==> src/rtl/transmitter_framed.sv <==
// transmitter_framed: FIFO-fed asynchronous serial transmitter.
// Reads one word per frame from a FIFO and sends it as: start bit, data bits LSB first,
// an optional parity bit and one or two stop bits. dout and re are registered.
// Optional line-break generator compiled in with the TRANSMITTER_BREAK_EN macro.
module transmitter_framed #(
  parameter int unsigned CLOCK_FREQUENCY = 32'd100_000_000,
  parameter int unsigned BAUD_RATE       = 32'd115200,
  parameter int unsigned WORD_WIDTH      = 32'd8,
  parameter int unsigned PARITY          = 32'd0,
  parameter int unsigned STOP_BITS       = 32'd1
) (
  input  logic                  clk,
  input  logic                  rst_n,
  input  logic [WORD_WIDTH-1:0] din,
  input  logic                  empty,
`ifdef TRANSMITTER_BREAK_EN
  input  logic                  brk,
`endif
  output logic                  re,
  output logic                  dout,
  output logic                  busy
);

  localparam int unsigned BIT_CYCLES = CLOCK_FREQUENCY / BAUD_RATE;
  localparam int unsigned CNT_W      = (BIT_CYCLES > 1) ? $clog2(BIT_CYCLES) : 1;
  localparam int unsigned MAX_BITS   = 13;
  localparam int unsigned IDX_W      = $clog2(MAX_BITS);
  localparam int unsigned FRAME_BITS = 1 + WORD_WIDTH + ((PARITY != 0) ? 1 : 0) + STOP_BITS;

  localparam logic [CNT_W-1:0] LAST_CYCLE = CNT_W'(BIT_CYCLES - 1);
  localparam logic [IDX_W-1:0] LAST_BIT   = IDX_W'(FRAME_BITS - 1);

`ifdef TRANSMITTER_BREAK_EN
  typedef enum logic [2:0] {
    STATE_WAIT,
    STATE_ASSERT_READ_ENABLE,
    STATE_READ_WORD,
    STATE_TRANSMIT_BITS,
    STATE_BREAK
  } state_t;
`else
  typedef enum logic [1:0] {
    STATE_WAIT,
    STATE_ASSERT_READ_ENABLE,
    STATE_READ_WORD,
    STATE_TRANSMIT_BITS
  } state_t;
`endif

  state_t                state_q, state_d;
  logic [CNT_W-1:0]      cnt_q, cnt_d;
  logic [IDX_W-1:0]      idx_q, idx_d;
  logic [MAX_BITS-1:0]   shift_q, shift_d;
  logic                  dout_q, dout_d;
  logic                  re_q, re_d;
  logic [MAX_BITS-1:0]   frame;

  // Assemble the full frame from the FIFO word; unused upper bits read as stop level.
  always_comb begin
    frame                 = '1;
    frame[0]              = 1'b0;
    frame[WORD_WIDTH:1]   = din;
    if (PARITY == 1) begin
      frame[WORD_WIDTH+1] = ^din;
    end else if (PARITY == 2) begin
      frame[WORD_WIDTH+1] = ~^din;
    end
  end

  // Next-state and registered-output logic.
  always_comb begin
    state_d = state_q;
    cnt_d   = cnt_q;
    idx_d   = idx_q;
    shift_d = shift_q;
    dout_d  = dout_q;
    re_d    = 1'b0;
    unique case (state_q)
      STATE_WAIT: begin
        dout_d = 1'b1;
        cnt_d  = '0;
        idx_d  = '0;
`ifdef TRANSMITTER_BREAK_EN
        if (brk) begin
          state_d = STATE_BREAK;
          dout_d  = 1'b0;
        end else
`endif
        if (!empty) begin
          state_d = STATE_ASSERT_READ_ENABLE;
          re_d    = 1'b1;
        end
      end
      STATE_ASSERT_READ_ENABLE: begin
        state_d = STATE_READ_WORD;
      end
      STATE_READ_WORD: begin
        // Start bit goes straight to the line; the rest waits in the shifter.
        dout_d  = frame[0];
        shift_d = {1'b1, frame[MAX_BITS-1:1]};
        cnt_d   = '0;
        idx_d   = '0;
        state_d = STATE_TRANSMIT_BITS;
      end
      STATE_TRANSMIT_BITS: begin
        if (cnt_q == LAST_CYCLE) begin
          cnt_d = '0;
          if (idx_q == LAST_BIT) begin
            state_d = STATE_WAIT;
            dout_d  = 1'b1;
          end else begin
            idx_d   = idx_q + 1'b1;
            dout_d  = shift_q[0];
            shift_d = {1'b1, shift_q[MAX_BITS-1:1]};
          end
        end else begin
          cnt_d = cnt_q + 1'b1;
        end
      end
`ifdef TRANSMITTER_BREAK_EN
      STATE_BREAK: begin
        // dout_q low marks the held phase; the first released edge only raises the line,
        // so the high time after release is a full bit period.
        if (brk) begin
          dout_d = 1'b0;
          cnt_d  = '0;
        end else if (!dout_q) begin
          dout_d = 1'b1;
        end else if (cnt_q == LAST_CYCLE) begin
          cnt_d   = '0;
          state_d = STATE_WAIT;
        end else begin
          cnt_d = cnt_q + 1'b1;
        end
      end
`endif
      default: begin
        state_d = STATE_WAIT;
        dout_d  = 1'b1;
      end
    endcase
  end

  // State and output registers with asynchronous reset to the idle line.
  always_ff @(posedge clk or negedge rst_n) begin
    if (!rst_n) begin
      state_q <= STATE_WAIT;
      cnt_q   <= '0;
      idx_q   <= '0;
      shift_q <= '0;
      dout_q  <= 1'b1;
      re_q    <= 1'b0;
    end else begin
      state_q <= state_d;
      cnt_q   <= cnt_d;
      idx_q   <= idx_d;
      shift_q <= shift_d;
      dout_q  <= dout_d;
      re_q    <= re_d;
    end
  end

  assign re   = re_q;
  assign dout = dout_q;
  assign busy = (state_q != STATE_WAIT);

endmodule

==> config.mk <==
export PLATFORM = sky130hd
export DESIGN_NAME = transmitter_framed
export DESIGN_NICKNAME = d
export VERILOG_FILES = /design/src/rtl/transmitter_framed.sv
export SDC_FILE = /design/constraint.sdc
export NUM_CORES = 1
export LEC_CHECK = 0
export BUFFER_PORTS_ARGS = -buffer_cell sky130_fd_sc_hd__buf_2
export CORE_MARGIN = 2
export CORE_UTILIZATION = 58
export CTS_CLUSTER_DIAMETER = 30
export CTS_CLUSTER_SIZE = 10
export DETAILED_ROUTE_END_ITERATION = 8
export PLACE_DENSITY = 0.83
export SYNTH_ARGS = -nofsm -noshare
export SYNTH_HDL_FRONTEND = slang
export SYNTH_SLANG_ARGS = --single-unit
==> constraint.sdc <==
create_clock -name clk -period 2.4 [get_ports clk]
set_clock_uncertainty 0.1 [all_clocks]
set_input_delay 0.36 -clock clk [delete_from_list [all_inputs] [get_ports clk]]
set_output_delay 0.36 -clock clk [all_outputs]
set_load 0.05 [all_outputs]
==> flow_summary.ini <==
[route]
drtIter0Drc = 37
wl_per_cell_um = 15.4
wl_um = 2970
vias = 1103
vias_per_cell = 5.72
remaining_drc_errors = 0
antenna_left = 0
dr.pass1.iters = 4

[cells_and_area]
drive_above_1_share = 0.302
fin_cells = 193
area_growth_pct = 11.2
antennaDiodeCount = 0
nets = 181

[synthesis]
ys_seq_area_frac = 0.460
syn-cell-area_um2 = 1690
synthCells = 144
synthFlopType = dfrtp_1
syn-num-nets = 164
synth_enable_flop_cells = 0
ys_async_sr_fraction = 1.00
synth.ff_latch_count = 31
avgSynthCellArea_um2 = 11.7
yosysUniqueCellTypes = 38
ys_warn_count = 0

[clock_network]
cts_buffers = 5
insertion_delay_ps = 330
clockBufferDepth = 2
cts_tree = yes
cts_max_level = 2
cts_sinks = 31
clockRootBuffer = clkbuf_4
path_clk_slew_ps = 110
post_cts_buffers = 0

[pwr]
total_power_uw = 992
vdd_ir_drop_max_v = 0.000547
pwr-share-comb = 0.034
swShare = 0.200
powerDensity_nw_per_um2 = 528
p_switching_uw = 198
internal_power_uw = 793
seqPwrFrac = 0.537
leakagePower_nw = 0.852
clockPowerShare = 0.429

[outcome]
status = completed

[sta]
slew_viol_final = 0
max_freq_mhz = 468
relSlewSlack = 0.547
fin_setup_tns_ps = 0
min_period_ps = 2140
worstMarginPinSlew_ps = 680
grt_setup_unrepaired = false
hold_viol_final = 0
setup_viol = 0
finalCritPeriodShare = 0.890

[floorplanning]
fp.dieH_um = 57.9
rows = 19
io_pins = 14
die-area_um2 = 3360
die_w_um = 57.9
core_um2 = 2760
start_util = 0.612

[grt]
grt_usage = 0.209
grt_pass1_wl_um = 5220
grt_overflow = 0
antenna_found_initial = 0
grt_max_degree = 32
grt_pass1_vias = 1129

[worst_setup_path]
criticalPathCategory = register to register
cp.required_ps = 2510
crit_arrival_ps = 2250
cp-start-kind = register
end_kind = register
crit_fanout = 14

[place]
port_buffers = 13
hpwl_um = 2070
gp_congestion = 0.852
dp.cells = 184

[run]
cap_viol_max_count = 0

[hold_path]
holdCritPathClass = input port to register
worst paths after layout:
check | depth (start not counted) | slack, ps | from | endpoint
max in group asynchronous | 2 | 1260 | rst_n | shift_q[8]
max | 5 | 260 | cnt_q[0] | shift_q[0]
min | 2 | 80 | empty | re
max reg2reg | 5 | 260 | cnt_q[0] | shift_q[0]
min reg2reg | 1 | 380 | shift_q[12] | shift_q[12]
min in group asynchronous | 2 | 490 | rst_n | cnt_q[2]
registers in the layout (all words and copies together) (netlist names):
| signal | cells |
|---|---|
| shift_q | 13 |
| cnt_q | 10 |
| idx_q | 4 |
| state_q | 2 |
| dout | 1 |
| re | 1 |
critical path, stage by stage, from the launching register on:
cell and delay (ps):
dfrtp_1 410, ha_1 190, nand4b_1 220, nor4b_4 460
mux2i_4 280, mux2_4 360
power by group through the flow:
stage | Combinational, mW | Clock, mW | Sequential (mW)
floorplan | 0.0139 | 0 | 0.541
global placement | 0.0324 | 0 | 0.542
detailed placement | 0.0333 | 0 | 0.543
CTS | 0.0349 | 0.435 | 0.532
global route | 0.0384 | 0.457 | 0.533
finish | 0.0337 | 0.426 | 0.532
through the flow:
stage / util / cell area (µm²) / setup slack, ps / hold slack [ps]
after floorplan: - / 1690 / 414 / -35.6
after global placement: 0.642 / 1770 / 36.5 / 334
after detailed placement: 0.642 / 1770 / -28.5 / 330
after CTS: 0.681 / 1880 / 257 / 69.0
after global routing: 0.681 / 1880 / 118 / 63.5
final: 0.681 / 1880 / 263 / 76.9
layer usage:
| layer | GRT usage | vias up | part of all wire | routed length, µm |
|---|---|---|---|---|
| met5 | 0 | - | 0 | 0 |
| met4 | 0.110 | 0 | 0.027 | 79 |
| met3 | 0.0558 | 12 | 0.035 | 105 |
| met2 | 0.312 | 26 | 0.47 | 1400 |
| met1 | 0.280 | 530 | 0.47 | 1390 |
| li1 | - | 535 | - | - |
cells in the mapped netlist, drive strengths merged, types with 3 or more instances:
cell,count,share of area
mux2,21,0.16
xnor2,7,0.036
nor2,12,0.027
inv,4,0.0089
nand3,4,0.012
nand2,11,0.024
xor2,3,0.016
dfrtp,30,0.44
nand3b,3,0.013
nand2b,5,0.019
buf,4,0.014
mux2i,4,0.026
ha,9,0.067
nand4b,4,0.021
o21ai,3,0.0089
what timing repair did:
action	in CTS	in global routing
hold buffers	1	0
resized for setup	1	0
endpoints found under the hold margin	30	0
endpoints found under the setup margin	4	0
final cells by class:
cell class	instances	area, µm²
clock buffer	6	51.3
clock inverter	2	35.0
fill	217	881
inverter	4	15.0
multi-input combinational	104	877
sequential	31	777
tap	31	38.8
timing repair buffer	15	82.6
placed cells by master (no fill, tap or decap), drive strengths merged, types with 2 or more instances in the layout:
cell type / count
o21ai: 3
xor2: 3
a21oi: 2
nand2b: 5
nor2: 12
xnor2: 7
mux2i: 4
nand3b: 3
dfrtp: 30
nor3: 2
buf: 14
mux2: 21
ha: 9
or3: 2
nand4b: 4
nand3: 4
inv: 4
clkbuf: 6
nand2: 11
cell families (layout without fill, tap and decap cells):
kind of cell             after synthesis  in the layout  synth area share
XOR/XNOR                              10             10            0.0519
flip-flops                            31             31             0.460
buffers and inverters                  9             27            0.0252
AND/OR/NAND/NOR                       50             50             0.171
adder cells (fa/ha/maj)                9              9            0.0667
AO/OA/AOI/OAI                         10             10            0.0415
multiplexers                          25             25             0.184
Note: power is estimated with default switching activity, not from simulation.
